--- config.mk ---
export PLATFORM = sky130hd
export DESIGN_NAME = if_fetch_flat
export DESIGN_NICKNAME = d
export VERILOG_FILES = /design/src/rtl/if_pkg.sv /design/src/rtl/if_fetch_if.sv /design/src/rtl/if_fetch_pc_reg.sv /design/src/rtl/if_fetch.sv /design/src/flat_wrapper.sv
export SDC_FILE = /design/constraint.sdc
export NUM_CORES = 1
export LEC_CHECK = 0
export CORE_MARGIN = 4
export CORE_UTILIZATION = 38
export DETAILED_ROUTE_END_ITERATION = 6
export PLACE_DENSITY = 0.76
export SLEW_MARGIN = 10
export SYNTH_ARGS = -nofsm -noshare
export SYNTH_HDL_FRONTEND = slang
export SYNTH_SLANG_ARGS = --single-unit
export TNS_END_PERCENT = 30
--- constraint.sdc ---
create_clock -name clk -period 1.6 [get_ports clk]
set_input_delay 0.32 -clock clk [delete_from_list [all_inputs] [get_ports clk]]
set_output_delay 0.32 -clock clk [all_outputs]
set_load 0.01 [all_outputs]
--- src/rtl/if_pkg.sv ---
// Shared types and constants for the instruction-fetch stage.
package if_pkg;

    localparam int          DEFAULT_PC_W = 16;
    localparam logic [16:0] NOP_INSTR    = 17'h00000;  // LLB R0,#0

    typedef enum logic [1:0] {
        RUN  = 2'd0,
        MOVC = 2'd1,
        HALT = 2'd2
    } fsm_state_e;

    // One-hot PC update select; halt outranks load, load outranks hold.
    typedef struct packed {
        logic halt;
        logic load;
        logic hold;
    } pc_ctrl_t;

endpackage

--- src/rtl/if_fetch_if.sv ---
// Instruction-memory port shared by normal fetch and MOVC/LWI reads.
interface if_fetch_if #(
    parameter int PC_W = if_pkg::DEFAULT_PC_W
);
    logic [PC_W-1:0] im_addr;
    logic [16:0]     im_rd_data;

    modport master (output im_addr, input im_rd_data);
    modport slave  (input im_addr, output im_rd_data);
endinterface

--- src/rtl/if_fetch_pc_reg.sv ---
// Program counter with priority halt / load / hold / increment update.
module pc_reg
    import if_pkg::*;
#(
    parameter int              PC_W   = DEFAULT_PC_W,
    parameter logic [PC_W-1:0] RST_PC = '0
) (
    input  logic            clk,
    input  logic            rst_n,
    input  pc_ctrl_t        ctrl,
    input  logic [PC_W-1:0] load_val,
    output logic [PC_W-1:0] pc
);

    logic [PC_W-1:0] pc_q, pc_d;

    always_comb begin
        // NOTE: default assigned first so no path leaves pc_d unassigned (no latch).
        pc_d = pc_q + PC_W'(1);
        if (ctrl.halt)      pc_d = pc_q;
        else if (ctrl.load) pc_d = load_val;
        else if (ctrl.hold) pc_d = pc_q;
    end

    always_ff @(posedge clk or negedge rst_n) begin
        // NOTE: non-blocking so every flop samples pre-edge values, independent of block order.
        if (!rst_n) pc_q <= RST_PC;
        else        pc_q <= pc_d;
    end

    assign pc = pc_q;

endmodule

--- src/rtl/if_fetch.sv ---
// Instruction-fetch stage: PC, IM port mux, next-PC pipeline and MOVC/LWI reads.
// Optional performance counters are built when IF_PERF_CNT_EN is defined.
module if_fetch
    import if_pkg::*;
#(
    parameter int              PC_W   = DEFAULT_PC_W,
    parameter logic [PC_W-1:0] RST_PC = '0
) (
    input  logic             clk,
    input  logic             rst_n,
    input  logic             stall_IM_ID,
    input  logic             flow_change_ID_EX,
    input  logic [PC_W-1:0]  dst_ID_EX,
    input  logic             LWI_instr_EX_DM,
    input  logic [PC_W-1:0]  movc_addr_EX_DM,
    input  logic             hlt_DM_WB,
    if_fetch_if.master       im_bus,
    output logic [16:0]      instr,
    output logic [PC_W-1:0]  nxt_pc_IM_ID,
    output logic [PC_W-1:0]  nxt_pc_ID_EX,
    output logic [15:0]      movc_data_DM_WB,
`ifdef IF_PERF_CNT_EN
    output logic [31:0]      fetch_cnt,
    output logic [15:0]      flush_cnt,
`endif
    output logic             halted
);

    fsm_state_e      state_q, state_d;
    logic            in_run, in_movc, in_halt;
    pc_ctrl_t        pc_ctrl;
    logic [PC_W-1:0] pc;
    logic [PC_W-1:0] nxt_pc_im_id_q, nxt_pc_im_id_d;
    logic [PC_W-1:0] nxt_pc_id_ex_q, nxt_pc_id_ex_d;
    logic [15:0]     movc_data_q, movc_data_d;

    assign in_run  = (state_q == RUN);
    assign in_movc = (state_q == MOVC);
    assign in_halt = (state_q == HALT);

    // A MOVC lasts one cycle; LWI seen while in MOVC is dropped.
    always_comb begin
        state_d = state_q;
        case (state_q)
            RUN:     if (hlt_DM_WB) state_d = HALT;
                     else if (LWI_instr_EX_DM) state_d = MOVC;
            MOVC:    state_d = hlt_DM_WB ? HALT : RUN;
            HALT:    state_d = HALT;
            default: state_d = RUN;
        endcase
    end

    always_ff @(posedge clk or negedge rst_n) begin
        if (!rst_n) state_q <= RUN;
        else        state_q <= state_d;
    end

    always_comb begin
        pc_ctrl.halt = in_halt;
        pc_ctrl.load = !in_halt && flow_change_ID_EX;
        pc_ctrl.hold = !in_halt && !flow_change_ID_EX && (in_movc || stall_IM_ID);
    end

    pc_reg #(
        .PC_W   (PC_W),
        .RST_PC (RST_PC)
    ) u_pc_reg (
        .clk      (clk),
        .rst_n    (rst_n),
        .ctrl     (pc_ctrl),
        .load_val (dst_ID_EX),
        .pc       (pc)
    );

    assign im_bus.im_addr = in_movc ? movc_addr_EX_DM : pc;
    assign instr          = in_run ? im_bus.im_rd_data : NOP_INSTR;

    // ID_EX never stalls, so its next-PC copy advances every cycle.
    always_comb begin
        nxt_pc_im_id_d = stall_IM_ID ? nxt_pc_im_id_q : pc + PC_W'(1);
        nxt_pc_id_ex_d = nxt_pc_im_id_q;
        movc_data_d    = in_movc ? im_bus.im_rd_data[15:0] : movc_data_q;
    end

    always_ff @(posedge clk or negedge rst_n) begin
        if (!rst_n) begin
            nxt_pc_im_id_q <= '0;
            nxt_pc_id_ex_q <= '0;
            movc_data_q    <= '0;
        end else begin
            nxt_pc_im_id_q <= nxt_pc_im_id_d;
            nxt_pc_id_ex_q <= nxt_pc_id_ex_d;
            movc_data_q    <= movc_data_d;
        end
    end

    assign nxt_pc_IM_ID    = nxt_pc_im_id_q;
    assign nxt_pc_ID_EX    = nxt_pc_id_ex_q;
    assign movc_data_DM_WB = movc_data_q;
    assign halted          = in_halt;

`ifdef IF_PERF_CNT_EN
    logic [31:0] fetch_cnt_q, fetch_cnt_d;
    logic [15:0] flush_cnt_q, flush_cnt_d;

    // Saturating counters; both freeze once halted.
    always_comb begin
        fetch_cnt_d = fetch_cnt_q;
        flush_cnt_d = flush_cnt_q;
        if (in_run && !stall_IM_ID && (fetch_cnt_q != '1))
            fetch_cnt_d = fetch_cnt_q + 32'd1;
        if (!in_halt && flow_change_ID_EX && (flush_cnt_q != '1))
            flush_cnt_d = flush_cnt_q + 16'd1;
    end

    always_ff @(posedge clk or negedge rst_n) begin
        if (!rst_n) begin
            fetch_cnt_q <= '0;
            flush_cnt_q <= '0;
        end else begin
            fetch_cnt_q <= fetch_cnt_d;
            flush_cnt_q <= flush_cnt_d;
        end
    end

    assign fetch_cnt = fetch_cnt_q;
    assign flush_cnt = flush_cnt_q;
`endif

endmodule

--- src/flat_wrapper.sv ---
// flat-port wrapper written by rule: the top's interface ports become plain ports
module if_fetch_flat import if_pkg::*;
#(
    parameter int              PC_W   = DEFAULT_PC_W,
    parameter logic [PC_W-1:0] RST_PC = '0
)
  (clk, rst_n, stall_IM_ID, flow_change_ID_EX, dst_ID_EX, LWI_instr_EX_DM, movc_addr_EX_DM, hlt_DM_WB, instr, nxt_pc_IM_ID, nxt_pc_ID_EX, movc_data_DM_WB, halted, im_bus_im_addr, im_bus_im_rd_data);
  if_fetch_if #(.PC_W(PC_W)) im_bus_i ();
  input  logic clk;
  input  logic rst_n;
  input  logic stall_IM_ID;
  input  logic flow_change_ID_EX;
  input  logic [PC_W-1:0] dst_ID_EX;
  input  logic LWI_instr_EX_DM;
  input  logic [PC_W-1:0] movc_addr_EX_DM;
  input  logic hlt_DM_WB;
  output logic [16:0] instr;
  output logic [PC_W-1:0] nxt_pc_IM_ID;
  output logic [PC_W-1:0] nxt_pc_ID_EX;
  output logic [15:0] movc_data_DM_WB;
  output logic halted;
  output wire logic [$bits(im_bus_i.im_addr)-1:0] im_bus_im_addr;
  input wire logic [$bits(im_bus_i.im_rd_data)-1:0] im_bus_im_rd_data;
  assign im_bus_im_addr = im_bus_i.im_addr;
  assign im_bus_i.im_rd_data = im_bus_im_rd_data;
  if_fetch #(.PC_W(PC_W), .RST_PC(RST_PC)) u_core (.clk(clk), .rst_n(rst_n), .stall_IM_ID(stall_IM_ID), .flow_change_ID_EX(flow_change_ID_EX), .dst_ID_EX(dst_ID_EX), .LWI_instr_EX_DM(LWI_instr_EX_DM), .movc_addr_EX_DM(movc_addr_EX_DM), .hlt_DM_WB(hlt_DM_WB), .im_bus(im_bus_i), .instr(instr), .nxt_pc_IM_ID(nxt_pc_IM_ID), .nxt_pc_ID_EX(nxt_pc_ID_EX), .movc_data_DM_WB(movc_data_DM_WB), .halted(halted));
endmodule
==> results.toml, run 1 <==
[logic_synthesis]
syn-mean-instance-area_sq_um = 9.30
yosysWarningCount = 0
postSynthNetCount = 394
post_synth_instance_area_sq_um = 3140
synth_area_leaders = "dfrtp_1, nand2_1, o21ai_1, and2_1, xnor2_1"
synth.most_common_cell = "nand2_1"
synth-edff-count = 0
post-synth-top-area-fraction_pct = 52.6
synth_sequential_area_ratio_pct = 52.6
post_synth_most_frequent_cells = "nand2_1, dfrtp_1, o21ai_1, and2_1, clkbuf_1"
syn-instance-count = 338
synth_cell_type_count = 48
synth.largest_area_cell = "dfrtp_1"
ys_ff_latch = 66
synth-main-ff-cell = "dfrtp_1"
share_of_async_settable_or_async_resettable_flops_after_synthesis_pct = 100

[power]
power.ir.vdd_worst_mv = 0.443
p_leak_nw = 2.68
combPwrFrac_pct = 11.6
seqPwrFrac_pct = 51.6
powerDensity_nw_per_um2 = 610
power.clock.fraction_pct = 36.8
internal_power_mw = 2.57
switching_power_mw = 0.789
power_switching_share_pct = 23.5

[drt]
drt_drc_violations_left = 0
detailedRoute.firstIterationViolations = 187
vias_per_inst = 5.00
antenna_left = 0
drt-wirelength-per-cell_um = 16.6
first_pass_iteration_count_of_the_detailed_router = 4
vias = 3227
detail_route.wirelength_mm = 10.7

[die]
die-width_um = 98.9
die-area_sq_um = 9790
row_count = 32
io_pins = 137
initial_core_util_pct = 39.8
placeableCoreArea_sq_um = 7890
height_of_the_die_um = 98.9

[cells_and_area]
share_of_cells_above_drive_strength_1_pct = 33.3
antenna_diode_count = 0
nFillCells = 565
finalCoreUtilization_pct = 69.9
area_growth_pct = 75.4
nNetsFinal = 596

[global_routing]
vias_in_the_first_global_route = 3378
grt_busiest_layer = "met2"
global_route_wire_length_before_repair_mm = 17.0
grt_use_met1_pct = 27.4
gr-usage-all-layers_pct = 21.7
grt_max_degree = 67
grt.met2_usage_pct = 35.9
antenna_violations_before_repair = 0
global_route.overflow_total = 0
met3_usage_pct = 5.38

[timing]
worst_slew_margin_rel_pct = 75.5
timing.final.crit_period_ns = 1.83
report.final.setup_viol = 45
setup_total_negative_slack_ns = -4.57
rsz0062_at_grt = "true"
finalCritPeriodShare_pct = 114
max_slew.worst_pin.slew_ns = 0.368
report.final.slew_viol_count = 0
fmax_ghz = 0.547
final_critical_path_setup_slack_ns = -0.230
report.final.hold_viol_count = 0
fin_worst_skew_ns = 0.00984
finalHoldWorstSlack_ns = 0.396

[flow_run]
drv_cap = 0

[critical_path]
start_kind = "flop"
crit_path_max_fanout = 8
critical-path-max-stage-delay_ns = 0.43
critical_path.n_buffers_inverters = 3
critPathRequiredTime_ns = 1.28
critical-path-slowest-cell = "dfrtp_2"
crit_arrival_ns = 1.51
path_depth = 6
critical_path.endpoint_type = "primary output"
reg2regPathDepth = 5
worst_path_dominant_cell_family = "flip-flops"
timing_worst_setup_path_type = "flop to primary output"
setup.reg_to_reg.worst_slack_ns = -0.10
cp_cell_sequence = "nor2b_4 -> buf_6 -> buf_8 -> nand2_1 -> o21ai_1 -> buf_2"

[run_status]
status = "complete, but fails checks"
failed_checks = "negative setup slack"

[clocking]
tritoncts = "done"
clk_pin_slew_worst_paths_ns = 0.07
cts.sink_count = 66
num_cts_buffers = 9
cts-root-to-sink-buffers = 2
clockRootBuffer = "clkbuf_8"
clock_latency_of_the_later_clocked_register_in_the_worst_skew_pair_ns = 0.34
htree_levels = 3

[place]
post-dp-hpwl_mm = 7.75
io_buffers = 136
gp_congestion = 0.895

[min_path]
hold_class = "flop to flop"
min_delay_path_depth = 0
## path summary, 6_finish.rpt
kind / startpoint / end
min in group asynchronous: rst_n / u_core.nxt_pc_ID_EX[12]
worst min-delay path: u_core.nxt_pc_IM_ID[12] / u_core.nxt_pc_ID_EX[12]
max in group asynchronous: rst_n / u_core.u_pc_reg.pc[0]
worst max-delay path: u_core.state_q[0] / im_bus_im_addr[11]
worst max register to register: u_core.u_pc_reg.pc[1] / u_core.u_pc_reg.pc[10]
worst min register to register: u_core.nxt_pc_IM_ID[12] / u_core.nxt_pc_ID_EX[12]
## metrics by stage
step                      power, mW  cells  instance area (sq um)  worst slack (ns)
final                          3.36    646                   5510            -0.230
after global routing           3.51    646                   5510            -0.283
after CTS                      3.38    642                   5290            -0.247
after detailed placement       2.15    620                   5070            -0.331
after global placement         2.15    620                   5070            -0.292
after floorplan                1.84    338                   3160          0.000249
## logic make-up after synthesis
family | count (synthesis) | share of synthesized area (%)
XOR/XNOR | 13 | 3.62
multiplexers | 3 | 1.04
AND/OR/NAND/NOR | 159 | 24.4
buffers and inverters | 32 | 4.10
AO/OA/AOI/OAI | 64 | 13.9
adder cells (fa/ha/maj) | 1 | 0.398
flip-flops | 66 | 52.6
## area by class of cell
| class | count | area [sq um] | share of cell area (%) |
|---|---|---|---|
| clock buffer | 12 | 155 | 2.82 |
| clock inverter | 3 | 15.0 | 0.272 |
| inverter | 13 | 51.3 | 0.931 |
| multi-input combinational | 240 | 1560 | 28.3 |
| sequential | 66 | 1660 | 30.1 |
| tap | 102 | 128 | 2.32 |
| timing repair buffer | 210 | 1940 | 35.2 |
## worst register-to-register path: cells and delay by family (launching register included)
kind                       cells  cell delay (ns)
and+or+nand+nor                2             0.54
DFF                            1             0.42
AOI/OAI and AO/OA              1             0.33
adders and majority gates      1             0.16
xor gates and xnor gates       1             0.13
## per-layer routing
layer	vias to the layer above	wire (um)
met4	0	165
met5	-	0
met2	109	5470
met1	1550	4370
met3	16	721
li1	1552	-
## power by group through the flow
stage,Clock (mW),Combinational [mW],Sequential (mW)
CTS,1.26,0.389,1.74
floorplan,0,0.0571,1.78
global placement,0,0.384,1.77
finish,1.24,0.389,1.74
global route,1.35,0.420,1.74
detailed placement,0,0.387,1.77
## layout by cell type (no fill, tap or decap), types with 8 or more instances in the layout
| master | count |
|---|---|
| nand2_1 | 87 |
| clkdlybuf4s50_1 | 79 |
| buf_4 | 62 |
| dfrtp_1 | 59 |
| o21ai_1 | 22 |
| buf_2 | 22 |
| buf_6 | 20 |
| dlymetal6s2s_1 | 20 |
| and2_4 | 12 |
| inv_1 | 11 |
| clkbuf_8 | 11 |
| nand2_2 | 8 |
| xnor2_1 | 8 |
## what timing repair did
item	in CTS	in global routing
cloned	1	0
endpoints found under the hold margin	2	0
pin swaps	20	8
hold buffers	1	0
setup endpoints to repair	57	74
buffers inserted	6	4
gates resized for setup	179	60
(Power assumes the default switching activity.)
==> run 2, diff against run 1 <==
Settings changed: GPL_ROUTABILITY_DRIVEN set to 1.
==> results of run 2 <==
Final layout, timing and power as in run 1 (identical DEF).
